File: src/rtl/router_qw_pkg.sv
// Shared definitions for the queued-write data-bank router: write-mode encodings
// and the width of one pending-write queue entry.
package router_qw_pkg;

  typedef enum logic [1:0] {
    SW_DIRECT  = 2'd0,
    SW_QUEUED  = 2'd1,
    SW_INHIBIT = 2'd2,
    SW_FORCE   = 2'd3
  } sw_mode_e;

  // Queue entry is {data word, write address}.
  function automatic int entry_w(input int w, input int addrw);
    return w + addrw;
  endfunction

endpackage

File: src/rtl/router_wq.sv
// Synchronous pending-write FIFO. It accepts a push and a pop in the same cycle,
// even when full. A push into a full queue with no pop is ignored.
module router_wq #(
  parameter int DW    = 29,
  parameter int DEPTH = 4,
  parameter int CW    = $clog2(DEPTH) + 1
) (
  input  logic          clk_i,
  input  logic          rst_i,
  input  logic          push_i,
  input  logic          pop_i,
  input  logic [DW-1:0] din_i,
  output logic [DW-1:0] dout_o,
  output logic          full_o,
  output logic          empty_o,
  output logic [CW-1:0] cnt_o
);
  localparam int PW = $clog2(DEPTH);

  logic [DW-1:0] mem_q [DEPTH];
  logic [PW-1:0] wr_ptr_q, rd_ptr_q;
  logic [CW-1:0] cnt_q;
  logic          do_push, do_pop;

  assign empty_o = (cnt_q == '0);
  assign full_o  = (cnt_q == CW'(DEPTH));
  assign cnt_o   = cnt_q;
  assign dout_o  = mem_q[rd_ptr_q];

  assign do_pop  = pop_i && !empty_o;
  assign do_push = push_i && (!full_o || do_pop);

  always_ff @(posedge clk_i) begin
    if (do_push) mem_q[wr_ptr_q] <= din_i;
  end

  // The pointers wrap naturally because DEPTH is a power of two.
  always_ff @(posedge clk_i) begin
    if (rst_i) begin
      wr_ptr_q <= '0;
      rd_ptr_q <= '0;
      cnt_q    <= '0;
    end else begin
      if (do_push) wr_ptr_q <= wr_ptr_q + PW'(1);
      if (do_pop)  rd_ptr_q <= rd_ptr_q + PW'(1);
      case ({do_push, do_pop})
        2'b10:   cnt_q <= cnt_q + CW'(1);
        2'b01:   cnt_q <= cnt_q - CW'(1);
        default: cnt_q <= cnt_q;
      endcase
    end
  end

endmodule

File: src/rtl/router_qw.sv
// Data-bank router: selects a source word and addresses, then issues writes either
// directly or through a pending-write queue that drains while the bank is READY.
module router_qw
  import router_qw_pkg::*;
#(
  parameter int W     = 24,
  parameter int ADDRW = 5,
  parameter int NSRC  = 4,
  parameter int DEPTH = 4
) (
  input  logic                       CLK,
  input  logic                       RST,
  input  logic [NSRC*W-1:0]          SRC_DATA,
  input  logic [$clog2(NSRC+1)-1:0]  sel_data,
  input  logic [ADDRW-1:0]           CTL_A,
  input  logic [ADDRW-1:0]           CTL_B,
  input  logic [ADDRW-1:0]           DIR_EXT,
  input  logic                       sel_dira,
  input  logic                       sel_dirb,
  input  logic                       WRITE_REQ,
  input  logic                       READY,
  input  logic [1:0]                 sel_write,
  output logic [W-1:0]               db_data,
  output logic [ADDRW-1:0]           db_dira,
  output logic [ADDRW-1:0]           db_dirb,
  output logic                       db_write,
  output logic [$clog2(DEPTH):0]     PEND_CNT,
  output logic                       FULL,
  output logic                       OVF
);
  localparam int SELW = $clog2(NSRC + 1);
  localparam int EW   = entry_w(W, ADDRW);
  localparam int CW   = $clog2(DEPTH) + 1;

  sw_mode_e         mode;
  logic [W-1:0]     cand_data;
  logic [ADDRW-1:0] wr_addr, rd_addr;
  logic             q_push, q_pop, q_full, q_empty, bypass;
  logic [EW-1:0]    q_dout;
  logic [CW-1:0]    q_cnt;

  logic [W-1:0]     data_q, data_d;
  logic [ADDRW-1:0] dira_q, dira_d, dirb_q;
  logic             write_q, write_d, ovf_q, ovf_d;

  assign mode = sw_mode_e'(sel_write);

  // Select values above NSRC fall back to source 0; NSRC itself selects a zero word.
  always_comb begin
    cand_data = SRC_DATA[W-1:0];
    for (int k = 1; k < NSRC; k++)
      if (sel_data == SELW'(k)) cand_data = SRC_DATA[k*W +: W];
    if (sel_data == SELW'(NSRC)) cand_data = '0;
  end

  assign wr_addr = sel_dira ? DIR_EXT : CTL_A;
  assign rd_addr = sel_dirb ? DIR_EXT : CTL_B;

  // The head of the queue always beats a new request, which keeps writes in request order.
  always_comb begin
    q_pop  = (mode == SW_QUEUED) && READY && !q_empty;
    bypass = (mode == SW_QUEUED) && READY && WRITE_REQ && q_empty;
    q_push = (mode == SW_QUEUED) && WRITE_REQ && !bypass;
    ovf_d  = ovf_q | (q_push && q_full && !q_pop);
  end

  always_comb begin
    data_d  = data_q;
    dira_d  = dira_q;
    write_d = 1'b0;
    case (mode)
      SW_DIRECT: begin
        write_d = WRITE_REQ;
        data_d  = cand_data;
        dira_d  = wr_addr;
      end
      SW_FORCE: begin
        write_d = 1'b1;
        data_d  = cand_data;
        dira_d  = wr_addr;
      end
      SW_QUEUED: begin
        if (q_pop) begin
          write_d          = 1'b1;
          {data_d, dira_d} = q_dout;
        end else if (bypass) begin
          write_d = 1'b1;
          data_d  = cand_data;
          dira_d  = wr_addr;
        end
      end
      default: ;
    endcase
  end

  always_ff @(posedge CLK) begin
    if (RST) begin
      data_q  <= '0;
      dira_q  <= '0;
      dirb_q  <= '0;
      write_q <= 1'b0;
      ovf_q   <= 1'b0;
    end else begin
      data_q  <= data_d;
      dira_q  <= dira_d;
      dirb_q  <= rd_addr;
      write_q <= write_d;
      ovf_q   <= ovf_d;
    end
  end

  router_wq #(.DW(EW), .DEPTH(DEPTH), .CW(CW)) u_wq (
    .clk_i   (CLK),
    .rst_i   (RST),
    .push_i  (q_push),
    .pop_i   (q_pop),
    .din_i   ({cand_data, wr_addr}),
    .dout_o  (q_dout),
    .full_o  (q_full),
    .empty_o (q_empty),
    .cnt_o   (q_cnt)
  );

  assign db_data  = data_q;
  assign db_dira  = dira_q;
  assign db_dirb  = dirb_q;
  assign db_write = write_q;
  assign PEND_CNT = q_cnt;
  assign FULL     = q_full;
  assign OVF      = ovf_q;

endmodule

File: config.mk
export PLATFORM = sky130hd
export DESIGN_NAME = router_qw
export DESIGN_NICKNAME = d
export VERILOG_FILES = /design/src/rtl/router_qw_pkg.sv /design/src/rtl/router_wq.sv /design/src/rtl/router_qw.sv
export SDC_FILE = /design/constraint.sdc
export NUM_CORES = 1
export LEC_CHECK = 0
export CAP_MARGIN = 20
export CORE_MARGIN = 1
export CORE_UTILIZATION = 51
export DETAILED_ROUTE_END_ITERATION = 12
export PLACE_DENSITY = 0.81
export SYNTH_ARGS = -nofsm -noshare
export SYNTH_HDL_FRONTEND = slang
export SYNTH_SLANG_ARGS = --single-unit
File: constraint.sdc
create_clock -name CLK -period 3.8 [get_ports CLK]
set_input_delay 1.14 -clock CLK [delete_from_list [all_inputs] [get_ports CLK]]
set_output_delay 1.14 -clock CLK [all_outputs]
set_load 0.01 [all_outputs]
==> flow_summary.yaml <==
clocking:
  root_buffer: "clkbuf_16"
  tritoncts: "done"
  cts_setup_buffers: 0
  clk_pin_slew_worst_paths_ps: 60
  clock_sinks: 161
  cts_hold_buf: 0
  cts_resized: 0
  htreeDepth: 4
  cts_made_buffers: 17
  clk_latency_ps: 420
  cts_buffer_depth: 2
placed_design:
  postPlaceCellArea_um2: 9047
  dp_cells: 809
  post-dp-hpwl_um: 11070
  place_ws_ps: 261.8
  routabilityCongestion: 0.8234
  io_buffers: 161
routing:
  via_per_inst: 5.784
  routed-wl-met3_um: 1619
  wl_met1_um: 6734
  drt_drc_violations_left: 0
  dr.pass1.iters: 4
  wl_per_cell_um: 20.13
  ant_nets: 0
  vias: 4870
  first_iter_violations: 288
  routed.top_layer: "met4"
  wl_met2_um: 8361
  wirelength_um: 16950
timing:
  worst_slew_margin_rel: 0.4793
  finalCritPeriodShare: 0.8244
  report.final.slew_viol_count: 0
  fmaxAchievable_ghz: 0.3192
  tightest_slew_ps: 781.0
  rsz0062_at_grt: "no"
  finalSetupViolCount: 0
  fin_crit_ps: 3133
  fin_tns_setup_ps: 0
  worst_slack_ps: 667.4
  fin_worst_skew_ps: 6.636
  hold_violations: 0
floorplan:
  die_area_um2: 14600
  num_rows: 43
  die_h_um: 120.8
  io_pins: 162
  initial_core_util: 0.5209
  core_um2: 13830
  die_x_um: 120.8
synthesis:
  synthCells: 487
  synth_top_area_frac: 0.4836
  synth_common_cells: "116 x edfxtp_1, 45 x dfxtp_1, 31 x mux2i_1"
  synth_area_um2: 7203
  yosysMostFrequentCell: "edfxtp_1"
  yosysTopAreaCell: "edfxtp_1"
  ys.warnings.count: 0
  synth_edf_count: 116
  avgSynthCellArea_um2: 14.79
  async_flop_share: 0
  yosysUniqueCellTypes: 37
  synth_fp_nets: 619
  synth_seq_area_share: 0.6087
  synthTopCellsByArea: "edfxtp_1 48%, dfxtp_1 13%, mux4_2 9.1%, mux2i_1 4.3%, a211o_1 2.9%"
  synth-main-ff-cell: "edfxtp_1"
  synth_seq_cells: 161
grt:
  grt_usage: 0.2394
  grt_antenna_before_repair: 0
  grt_pass1_wl_um: 25670
  grt_max_degree: 49
  grt.overflow.total: 0
  grt_pass1_vias: 4991
pwr:
  p_per_area_nw_per_um2: 430.2
  finalPower_w: 0.004156
  vdd_drop_max_mv: 0.2874
  power.leakage_nw: 3.458
run_status:
  status: "complete, no violations"
worst_setup_path:
  cp-end-kind: "flip-flop"
  worstSetupPathType: "in -> reg"
  r2r-start: "u_wq.cnt_o[2]"
  crit_start: "sel_write[1]"
  cp.arrival_ps: 3480
  critPathMaxFanout: 5
  worstSetupStartpointType: "input port"
  cp.required_ps: 4150
finish:
  regArea_um2: 4387
  nNetsFinal: 781
  n_antenna_cell: 0
  multi_input_area_um2: 2539
  instances_no_fill: 842
  fill_cells: 899
  syn_to_final_growth_pct: 34.12
  finish.instance_area_um2: 9661
  final_layout_size_suffix_gt1_frac: 0.1647
flow_run:
  timing.max_cap.violations: 0
hold_path:
  hold_class: "reg -> reg"
  worst_hold_startpoint: "db_data[18]"
-- cell type report --
class	count	area share
sequential	161	0.4541
multi-input combinational	261	0.2628
timing repair buffer	178	0.1865
clock buffer	22	0.05025
tap	180	0.02331
inverter	30	0.01192
clock inverter	10	0.01114
-- power by group --
group | leakage [nW] | total [W] | switching, W | internal [W]
combinational | 1.75 | 0.000512 | 0.000234 | 0.000278
sequential | 1.42 | 0.00198 | 0.0000280 | 0.00195
clock | 0.287 | 0.00167 | 0.000634 | 0.00103
total | 3.46 | 0.00416 | 0.000896 | 0.00326
-- critical path, stage by stage --
cell	delay, ps
clkdlybuf4s50_1	450
inv_1	100
ha_1	270
nand2_1	100
a21oi_1	170
inv_1	60
ha_1	210
fa_1	380
xnor2_1	140
or3_1	300
a21oi_1	140
-- state kept, by name (all words and copies together) (netlist names), 2 cells and up, named ones only --
register / count
u_wq.rd_ptr_q: 2
u_wq.cnt_o: 3
u_wq.wr_ptr_q: 2
db_dirb: 5
db_dira: 5
u_wq.mem_q: 116
db_data: 24
-- cell usage in the layout (no fill, tap or decap), types with 20 or more instances in the layout --
cell,count
clkdlybuf4s50_1,161
edfxtp_1,116
dfxtp_1,43
mux2i_1,31
inv_1,29
mux4_2,29
o32ai_1,24
a21boi_0,24
a211o_1,24
a22oi_1,24
o21ai_2,20
-- final timing paths --
| check | to | slack (ps) | cells past startpoint |
|---|---|---|---|
| max reg2reg | u_wq.cnt_o[2] | 1600 | 7 |
| max | u_wq.cnt_o[2] | 670 | 11 |
| min reg2reg | db_data[18] | 490 | 2 |
| min | db_data[18] | 490 | 2 |
-- per-stage QoR --
step | utilization | hold WS (ps)
2_1_floorplan | - | 484.7
3_3_place_gp | 0.6543 | 461.0
3_5_place_dp | 0.6543 | 482.5
4_1_cts | 0.6972 | 496.8
5_1_grt | 0.6987 | 520.0
6_report | 0.6987 | 494.5
-- metal layers --
metal	vias up	GRT usage
li1	2256	-
met1	2352	0.2971
met2	242	0.4114
met3	20	0.05708
met4	0	0.07793
met5	-	0
-- kinds of logic after synthesis --
group	Yosys count	share of synthesized area
AO/OA/AOI/OAI	142	0.1579
XOR/XNOR	6	0.007297
adder cells (fa/ha/maj)	10	0.01841
buffers and inverters	65	0.03926
flip-flops	161	0.6086
multiplexers	65	0.1416
AND/OR/NAND/NOR	38	0.02693
Note: power is estimated with default switching activity, not from simulation.
